### src/rtl/layers_mosi_dispatch_if.sv
// Host command stream in and per-layer MOSI byte streams out, grouped for the dispatcher.
// The master side is the host/layer environment; the dispatcher takes the slave side.
interface layers_mosi_dispatch_if #(
    parameter int LAYER_COUNT = 5
) ();
    logic [7:0]               s_axis_tdata;
    logic                     s_axis_tvalid;
    logic                     s_axis_tlast;
    logic                     s_axis_tready;
    logic [LAYER_COUNT*8-1:0] layers_mosi_m_axis_tdata;
    logic [LAYER_COUNT-1:0]   layers_mosi_m_axis_tvalid;
    logic [LAYER_COUNT-1:0]   layers_mosi_m_axis_tlast;
    logic [LAYER_COUNT-1:0]   layers_mosi_m_axis_tready;

    modport master (
        output s_axis_tdata, s_axis_tvalid, s_axis_tlast,
        input  s_axis_tready,
        input  layers_mosi_m_axis_tdata, layers_mosi_m_axis_tvalid, layers_mosi_m_axis_tlast,
        output layers_mosi_m_axis_tready
    );

    modport slave (
        input  s_axis_tdata, s_axis_tvalid, s_axis_tlast,
        output s_axis_tready,
        output layers_mosi_m_axis_tdata, layers_mosi_m_axis_tvalid, layers_mosi_m_axis_tlast,
        input  layers_mosi_m_axis_tready
    );
endinterface

### src/rtl/layers_mosi_dispatch.sv
// Routes framed host commands (HDR | LEN_HI | LEN_LO | payload) to one layer or all layers.
// Payload latency 1 cycle; host is stalled until every selected layer has taken the held byte.
module layers_mosi_dispatch #(
    parameter int         LAYER_COUNT = 5,
    parameter logic [7:0] BCAST_ID    = 8'hFF
) (
    input  logic                   clk_core,
    input  logic                   clk_core_resn,
    input  logic                   cfg_enable,
    layers_mosi_dispatch_if.slave  bus,
    output logic                   status_busy,
    output logic [31:0]            stat_frames_dispatched,
    output logic [15:0]            stat_errors
);
    typedef enum logic [2:0] {
        ST_HDR,
        ST_LEN_HI,
        ST_LEN_LO,
        ST_PAYLOAD,
        ST_DRAIN
    } state_t;

    state_t                 state;
    logic [1:0]             rst_pipe;
    logic                   rst_n;
    logic [LAYER_COUNT-1:0] sel;
    logic [LAYER_COUNT-1:0] hdr_sel;
    logic [LAYER_COUNT-1:0] pending;
    logic [7:0]             len_hi;
    logic [15:0]            len_full;
    logic [15:0]            remaining;
    logic [7:0]             out_dat;
    logic                   out_last;
    logic                   hdr_ok;
    logic                   s_rdy;
    logic                   s_acc;
    logic                   err_inc;
    logic                   frame_inc;

    // Reset asserts asynchronously, releases on a clock edge.
    always_ff @(posedge clk_core or negedge clk_core_resn) begin
        if (!clk_core_resn) begin
            rst_pipe <= 2'b00;
        end else begin
            rst_pipe <= {rst_pipe[0], 1'b1};
        end
    end
    assign rst_n = rst_pipe[1];

    always_comb begin
        hdr_sel = '0;
        for (int i = 0; i < LAYER_COUNT; i++) begin
            if (bus.s_axis_tdata == 8'(i + 1)) begin
                hdr_sel[i] = 1'b1;
            end
        end
        if (bus.s_axis_tdata == BCAST_ID) begin
            hdr_sel = '1;
        end
        hdr_ok = |hdr_sel;
    end

    assign len_full = {len_hi, bus.s_axis_tdata};

    always_comb begin
        s_rdy = 1'b0;
        if (rst_n) begin
            case (state)
                ST_HDR:                        s_rdy = cfg_enable;
                ST_LEN_HI, ST_LEN_LO, ST_DRAIN: s_rdy = 1'b1;
                // Accept when every held byte is gone or leaves on this edge.
                ST_PAYLOAD: s_rdy = ((pending & ~bus.layers_mosi_m_axis_tready) == '0);
                default:                       s_rdy = 1'b0;
            endcase
        end
    end

    assign bus.s_axis_tready = s_rdy;
    assign s_acc             = s_rdy & bus.s_axis_tvalid;

    always_comb begin
        err_inc   = 1'b0;
        frame_inc = 1'b0;
        if (s_acc) begin
            case (state)
                ST_HDR:    err_inc = bus.s_axis_tlast | ~hdr_ok;
                ST_LEN_HI: err_inc = bus.s_axis_tlast;
                ST_LEN_LO: err_inc = bus.s_axis_tlast | (len_full == 16'd0);
                ST_PAYLOAD: begin
                    if (remaining == 16'd1) begin
                        frame_inc = 1'b1;
                        err_inc   = ~bus.s_axis_tlast;
                    end else begin
                        err_inc = bus.s_axis_tlast;
                    end
                end
                default: err_inc = 1'b0;
            endcase
        end
    end

    always_ff @(posedge clk_core or negedge rst_n) begin
        if (!rst_n) begin
            state                  <= ST_HDR;
            sel                    <= '0;
            pending                <= '0;
            len_hi                 <= 8'd0;
            remaining              <= 16'd0;
            out_dat                <= 8'd0;
            out_last               <= 1'b0;
            stat_frames_dispatched <= 32'd0;
            stat_errors            <= 16'd0;
        end else begin
            if (err_inc && (stat_errors != 16'hFFFF)) begin
                stat_errors <= stat_errors + 16'd1;
            end
            if (frame_inc) begin
                stat_frames_dispatched <= stat_frames_dispatched + 32'd1;
            end
            pending <= pending & ~bus.layers_mosi_m_axis_tready;
            if (s_acc) begin
                case (state)
                    ST_HDR: begin
                        if (bus.s_axis_tlast) begin
                            state <= ST_HDR;
                        end else if (!hdr_ok) begin
                            state <= ST_DRAIN;
                        end else begin
                            sel   <= hdr_sel;
                            state <= ST_LEN_HI;
                        end
                    end
                    ST_LEN_HI: begin
                        if (bus.s_axis_tlast) begin
                            state <= ST_HDR;
                        end else begin
                            len_hi <= bus.s_axis_tdata;
                            state  <= ST_LEN_LO;
                        end
                    end
                    ST_LEN_LO: begin
                        if (bus.s_axis_tlast) begin
                            state <= ST_HDR;
                        end else if (len_full == 16'd0) begin
                            state <= ST_DRAIN;
                        end else begin
                            remaining <= len_full;
                            state     <= ST_PAYLOAD;
                        end
                    end
                    ST_PAYLOAD: begin
                        out_dat   <= bus.s_axis_tdata;
                        pending   <= sel;
                        remaining <= remaining - 16'd1;
                        if (remaining == 16'd1) begin
                            out_last <= 1'b1;
                            state    <= bus.s_axis_tlast ? ST_HDR : ST_DRAIN;
                        end else if (bus.s_axis_tlast) begin
                            out_last <= 1'b1;
                            state    <= ST_HDR;
                        end else begin
                            out_last <= 1'b0;
                        end
                    end
                    ST_DRAIN: begin
                        if (bus.s_axis_tlast) begin
                            state <= ST_HDR;
                        end
                    end
                    default: state <= ST_HDR;
                endcase
            end
        end
    end

    assign bus.layers_mosi_m_axis_tdata  = {LAYER_COUNT{out_dat}};
    assign bus.layers_mosi_m_axis_tvalid = pending;
    assign bus.layers_mosi_m_axis_tlast  = pending & {LAYER_COUNT{out_last}};
    assign status_busy                   = (state != ST_HDR) | (|pending);
endmodule

### src/flat_wrapper.sv
// flat-port wrapper written by rule: the top's interface ports become plain ports
module layers_mosi_dispatch_flat 
#(
    parameter int         LAYER_COUNT = 5,
    parameter logic [7:0] BCAST_ID    = 8'hFF
)
  (clk_core, clk_core_resn, cfg_enable, status_busy, stat_frames_dispatched, stat_errors, bus_s_axis_tdata, bus_s_axis_tvalid, bus_s_axis_tlast, bus_s_axis_tready, bus_layers_mosi_m_axis_tdata, bus_layers_mosi_m_axis_tvalid, bus_layers_mosi_m_axis_tlast, bus_layers_mosi_m_axis_tready);
  layers_mosi_dispatch_if #(.LAYER_COUNT(LAYER_COUNT)) bus_i ();
  input  logic clk_core;
  input  logic clk_core_resn;
  input  logic cfg_enable;
  output logic status_busy;
  output logic [31:0] stat_frames_dispatched;
  output logic [15:0] stat_errors;
  input wire logic [$bits(bus_i.s_axis_tdata)-1:0] bus_s_axis_tdata;
  input wire logic [$bits(bus_i.s_axis_tvalid)-1:0] bus_s_axis_tvalid;
  input wire logic [$bits(bus_i.s_axis_tlast)-1:0] bus_s_axis_tlast;
  output wire logic [$bits(bus_i.s_axis_tready)-1:0] bus_s_axis_tready;
  output wire logic [$bits(bus_i.layers_mosi_m_axis_tdata)-1:0] bus_layers_mosi_m_axis_tdata;
  output wire logic [$bits(bus_i.layers_mosi_m_axis_tvalid)-1:0] bus_layers_mosi_m_axis_tvalid;
  output wire logic [$bits(bus_i.layers_mosi_m_axis_tlast)-1:0] bus_layers_mosi_m_axis_tlast;
  input wire logic [$bits(bus_i.layers_mosi_m_axis_tready)-1:0] bus_layers_mosi_m_axis_tready;
  assign bus_i.s_axis_tdata = bus_s_axis_tdata;
  assign bus_i.s_axis_tvalid = bus_s_axis_tvalid;
  assign bus_i.s_axis_tlast = bus_s_axis_tlast;
  assign bus_s_axis_tready = bus_i.s_axis_tready;
  assign bus_layers_mosi_m_axis_tdata = bus_i.layers_mosi_m_axis_tdata;
  assign bus_layers_mosi_m_axis_tvalid = bus_i.layers_mosi_m_axis_tvalid;
  assign bus_layers_mosi_m_axis_tlast = bus_i.layers_mosi_m_axis_tlast;
  assign bus_i.layers_mosi_m_axis_tready = bus_layers_mosi_m_axis_tready;
  layers_mosi_dispatch #(.LAYER_COUNT(LAYER_COUNT), .BCAST_ID(BCAST_ID)) u_core (.clk_core(clk_core), .clk_core_resn(clk_core_resn), .cfg_enable(cfg_enable), .bus(bus_i), .status_busy(status_busy), .stat_frames_dispatched(stat_frames_dispatched), .stat_errors(stat_errors));
endmodule
### config.mk
export PLATFORM = sky130hd
export DESIGN_NAME = layers_mosi_dispatch_flat
export DESIGN_NICKNAME = d
export VERILOG_FILES = /design/src/rtl/layers_mosi_dispatch_if.sv /design/src/rtl/layers_mosi_dispatch.sv /design/src/flat_wrapper.sv
export SDC_FILE = /design/constraint.sdc
export NUM_CORES = 1
export LEC_CHECK = 0
export ABC_CLOCK_PERIOD_IN_PS = 5600
export CORE_ASPECT_RATIO = 1.2
export CORE_MARGIN = 3
export CORE_UTILIZATION = 56
export CTS_BUF_LIST = sky130_fd_sc_hd__clkbuf_8
export DETAILED_ROUTE_END_ITERATION = 16
export MAX_ROUTING_LAYER = met4
export PLACE_DENSITY = 0.92
export SYNTH_ARGS = -nofsm -noshare
export SYNTH_HDL_FRONTEND = slang
export SYNTH_SLANG_ARGS = --single-unit
### constraint.sdc
create_clock -name clk_core -period 5.6 [get_ports clk_core]
set_input_delay 1.12 -clock clk_core [delete_from_list [all_inputs] [get_ports clk_core]]
set_output_delay 1.12 -clock clk_core [all_outputs]
set_load 0.05 [all_outputs]
== After elaboration in Yosys (flattened, before gate mapping) ==
Cells that the tools add are included.
W data, S select, Z words.

* Register bits: 96
* Latch bits: 0
* RAM bits: 0
* Bits in read-only memories: 0
* Input port bits: 18
* Output and inout port bits: 100
* Memories kept: 0

* $add $sub $neg: 3
* Multiply operators: 0
* Div/mod/pow operators: 0
* $lt $le $gt $ge: 0
* Equality and inequality tests: 14
* Shifts and indexed selects: 0
* Multiplexer cells: 30
* Bitwise gates (word level): 9
* Reductions and logical operators: 13

{| class="wikitable"
|+ Operators with widths
! kind !! count
|-
| $add A32 B1 Y32 const B || 1
|-
| $mux W16 || 2
|-
| $pmux W16 S2 || 1
|-
| $mux W3 || 7
|-
| $add A16 B1 Y16 const B || 1
|-
| $eq A16 B1 Y1 const B || 1
|-
| $eq A8 B2 Y1 const B || 2
|-
| $eq A8 B3 Y1 const B || 2
|-
| $logic_not A16 Y1 || 1
|-
| $ne A16 B16 Y1 const B || 1
|-
| $sub A16 B1 Y16 const B || 1
|-
| $mux W5 || 3
|-
| $pmux W3 S5 || 1
|-
| $mux W1 || 13
|-
| $and A5 B5 Y5 || 2
|-
| $reduce_or A5 Y1 || 2
|-
| $eq A8 B1 Y1 const B || 1
|-
| $eq A8 B8 Y1 const B || 1
|-
| $reduce_and A4 Y1 || 2
|-
| $eq A3 B2 Y1 const B || 2
|-
| $logic_not A5 Y1 || 1
|-
| $not A5 Y5 || 1
|-
| $ne A2 B2 Y1 const B || 2
|-
| $pmux W1 S4 || 1
|-
| 14 further kinds || 17
|}

== Depth between registers and ports, before layout ==
* Depth in word-level cells: 9
* Gate-level depth with buffers: 12
* Depth with buffers taken out: 11

== Worst setup path before layout ==
No wires, ideal clock.

* Path kind: register -> output
* Start point: register u_core.rst_pipe[1]
* End point: output port bus_s_axis_tready
* Data arrival time: 3.004 ns
* Data required time: 4.480 ns
* Setup slack: 1.476 ns
* Cell stages (with the launch flop): 2
* Cell sequence: dfrtp_1 -> and2_1

* Cells in the longest elaborated chain, start to end: 1

{| class="wikitable"
|+ RTL lines
! what !! RTL line !! RTL
|-
| from (decl) || layers_mosi_dispatch.sv:24 || <nowiki>logic [1:0] rst_pipe;</nowiki>
|-
| from (signal assigned) || layers_mosi_dispatch.sv:45 || <nowiki>rst_pipe <= {rst_pipe[0], 1'b1};</nowiki>
|-
| $mux W1 || layers_mosi_dispatch.sv:67 || <nowiki>if (rst_n) begin</nowiki>
|-
| to (decl) || flat_wrapper.sv:18 || <nowiki>output wire logic [$bits(bus_i.s_axis_tready)-1:0] bus_s_axis_tready;</nowiki>
|}

No other way between the ends.

== Final worst setup path ==
* Start point: input port bus_layers_mosi_m_axis_tready[4]
* End point: output port bus_s_axis_tready

* Cells in the longest elaborated chain, start to end: 5

{| class="wikitable"
|+ RTL lines
! what !! RTL line !! RTL
|-
| from (decl) || flat_wrapper.sv:22 || <nowiki>input wire logic [$bits(bus_i.layers_mosi_m_axis_tready)-1:0] bus_layers_mosi_m_axis_tready;</nowiki>
|-
| $not A5 Y5 || layers_mosi_dispatch.sv:72 || <nowiki>ST_PAYLOAD: s_rdy = ((pending & ~bus.layers_mosi_m_axis_tready) == '0);</nowiki>
|-
| $and A5 B5 Y5 || layers_mosi_dispatch.sv:72 ||
|-
| $logic_not A5 Y1 || layers_mosi_dispatch.sv:72 ||
|-
| $pmux W1 S3 || layers_mosi_dispatch.sv:68 || <nowiki>case (state)</nowiki>
|-
| $mux W1 || layers_mosi_dispatch.sv:67 ||
|}

No other way between the ends.

==> reports/qor.csv <==
metric,value,unit
p_sw_share,27.8,%
r2r_end,u_core.stat_errors[1]$_DFFE_PN0P_,
utilization,72.5,%
area_growth,23.2,%
layout_commonest_cell,clkdlybuf4s50_1,
max_freq,235,MHz
clk_path_buf_depth,2,
critPathKind,in -> out,
ios,118,
p_int,1.03,mW
grt_overflow_total,0,
globalplace.congestion,0.918,
synth_area,5170,µm²
nets,650,
grt_use_total,25.2,%
p_sw,0.397,mW
dr.first_iter.drc_count,408,
synth_cell_type_count,46,
hp-class,reg -> async,
reg2reg_depth,9,
maxSlewViolCount,0,
grt_pass1_vias,4375,
root_buffer,clkbuf_8,
cts_tree,done,
num_rows,37,
cp_max_fo,6,
synth_edf_count,0,
tightest_slew,1.18,ns
hold_slack,0.237,ns
numPortBuffers,117,
seqPwrFrac,52.4,%
routed-via-count,4415,
initial_core_util,58.8,%
drt_pass1_iterations,5,
required,4.48,ns
dieWidth,93.8,µm
yosysTopAreaCell,dfrtp_1,
grt_setup_unrepaired,false,
core_area,8800,µm²
crit_chain,clkdlybuf4s50_1 -> nor2b_1 -> o31ai_1 -> and3_1 -> and2_1 -> clkdlybuf4s50_1,
postCtsResizedCells,0,
synth_seq_cells,96,
dp_hpwl,9270,µm
status,"finished, final reports clean",
finalSetupTns,0,ns
p_total,1.43,mW
drv_cap,0,
place_ws,1.35,ns
antenna_left,0,
drcViolationCount,0,
wl_per_cell,16.8,µm
clk_pin_slew,0.09,ns
numCtsBuffers,9,
netlist_instances,555,
cpPeakStageDelay,0.80,ns
num-fill-cells,609,
syn_area_per_cell,9.32,µm²
irDropWorstVdd,0.000221,V
cts.hold.buffers_added,0,
p_comb_share,13.5,%
critPathSlowestCell,clkdlybuf4s50_1,
slew_headroom,20.6,%
synth.area.top_cells,"dfrtp_1 46%, xor2_1 4.9%, nand2_1 4.7%",
async_flop_share,100,%
clock-sinks,96,
die_h,111,µm
final_cell_mix,"117 x clkdlybuf4s50_1, 95 x dfrtp_1, 65 x nand2_1, 33 x nor2_1, 33 x o21ai_0",
worst_setup_path_end_kind,output port,
critPathArrivalTime,3.14,ns
routed_via_density,5.91,
grt_max_degree,72,
finalClockSkew,0.0186,ns
h-tree-depth,3,
synth_top_flop_cell,dfrtp_1,
finalHoldViolCount,0,
insertion_delay,0.36,ns
synth_top_area_share,46.4,%
setup_slack,1.34,ns
regToRegSetupSlack,1.89,ns
wl,12500,µm
worstSetupStartpointType,input port,
antenna_cells,0,
die_area,10400,µm²
postCtsSetupRepairBufs,0,
drive_gt1_share,5.56,%
grt_pass1_wl,20800,µm
fin_crit_sh,76.1,%
synth_nets,578,
ys_warn_count,0,
regToRegStartpoint,u_core.remaining[3]$_DFFE_PN0P_,
setup_viol,0,
seq_area_frac_synth,46.4,%
clkPwrFrac,34.0,%
antenna_found_initial,0,
fin_crit,4.26,ns
p_per_area,224,nW/µm²
leakage,2.92,nW
critPathMostFrequentCell,clkdlybuf4s50_1,
## how the worst max path moves through the flow
stage,start,to,slack [ns],cells after the start
after global routing,bus_layers_mosi_m_axis_tready[4],bus_s_axis_tready,1.23,6
after CTS,bus_layers_mosi_m_axis_tready[4],bus_s_axis_tready,1.34,6
after global placement,bus_layers_mosi_m_axis_tready[0],bus_s_axis_tready,1.37,6
after detailed placement,bus_layers_mosi_m_axis_tready[4],bus_s_axis_tready,1.35,6
final,bus_layers_mosi_m_axis_tready[4],bus_s_axis_tready,1.34,6
after floorplan,u_core.rst_pipe[1]$_DFF_PN0_,bus_s_axis_tready,1.48,1
## cell usage after synthesis, types with 8 or more instances
| cell type | n |
|---|---|
| dfrtp_1 | 96 |
| nand2_1 | 65 |
| nor2_1 | 33 |
| o21ai_0 | 33 |
| buf_4 | 32 |
| xor2_1 | 29 |
| nand3_1 | 25 |
| clkbuf_1 | 23 |
| nor3_1 | 23 |
| nor4_1 | 23 |
| xnor2_1 | 17 |
| a21oi_1 | 16 |
| nand4_1 | 16 |
| inv_1 | 14 |
| mux2_2 | 13 |
| and3_1 | 11 |
| and2_1 | 9 |
| and4_1 | 8 |
## critical path, delay by kind of cell
| family | cells | cell delay, ns |
|---|---|---|
| buffers and inverters | 2 | 1.28 |
| AO/OA/AOI/OAI | 1 | 0.20 |
| AND/OR/NAND/NOR | 3 | 0.53 |
## sequential cells by signal, summed over array words and instances, names as in the netlist
name	count
u_core.stat_frames_dispatched	32
u_core.remaining	16
u_core.stat_errors	16
u_core.len_hi	8
u_core.out_dat	8
u_core.bus.layers_mosi_m_axis_tvalid	5
u_core.sel	5
u_core.state	3
u_core.rst_pipe	2
u_core.out_last	1
## power by group through the flow
stage / sequential, mW / clock [mW] / combinational (mW)
after global placement: 0.761 / 0 / 0.189
after floorplan: 0.805 / 0 / 0.0817
after global routing: 0.755 / 0.519 / 0.210
after detailed placement: 0.763 / 0 / 0.193
final: 0.750 / 0.486 / 0.193
after CTS: 0.749 / 0.491 / 0.194
## metal layers
metal / wire, µm / global-route usage, % / part of all wire [%] / up-vias
met5: 0 / - / 0 / -
met4: 273 / 9.63 / 2.2 / 0
met3: 773 / 3.80 / 6.2 / 26
met2: 6390 / 41.9 / 51 / 198
met1: 5100 / 30.7 / 41 / 2130
li1: - / - / - / 2061
## per-stage QoR
stage | area [µm²] | cells
6_report | 6370 | 747
4_1_cts | 6370 | 747
2_1_floorplan | 5170 | 555
5_1_grt | 6370 | 747
3_5_place_dp | 6170 | 733
3_3_place_gp | 6170 | 733
## layout make-up
cell class                 instances  area, µm²  area share [%]
clock buffer                       9        124            1.94
sequential                        96       2410            37.7
timing repair buffer             118       1180            18.5
inverter                          14       52.6           0.824
multi-input combinational        388       2380            37.4
tap                              117        146            2.30
clock inverter                     5       83.8            1.32
## cell families (layout without fill, tap and decap cells)
group / count (synthesis) / after routing / share of synthesized area, %
other: 1 / 1 / 0.0725
multiplexers: 18 / 18 / 3.80
AND/OR/NAND/NOR: 241 / 241 / 24.3
XOR/XNOR: 46 / 46 / 7.79
flip-flops: 96 / 96 / 46.4
AO/OA/AOI/OAI: 77 / 77 / 8.87
adder cells (fa/ha/maj): 5 / 5 / 1.21
buffers and inverters: 71 / 146 / 7.52
Note: power is estimated with default switching activity, not from simulation.
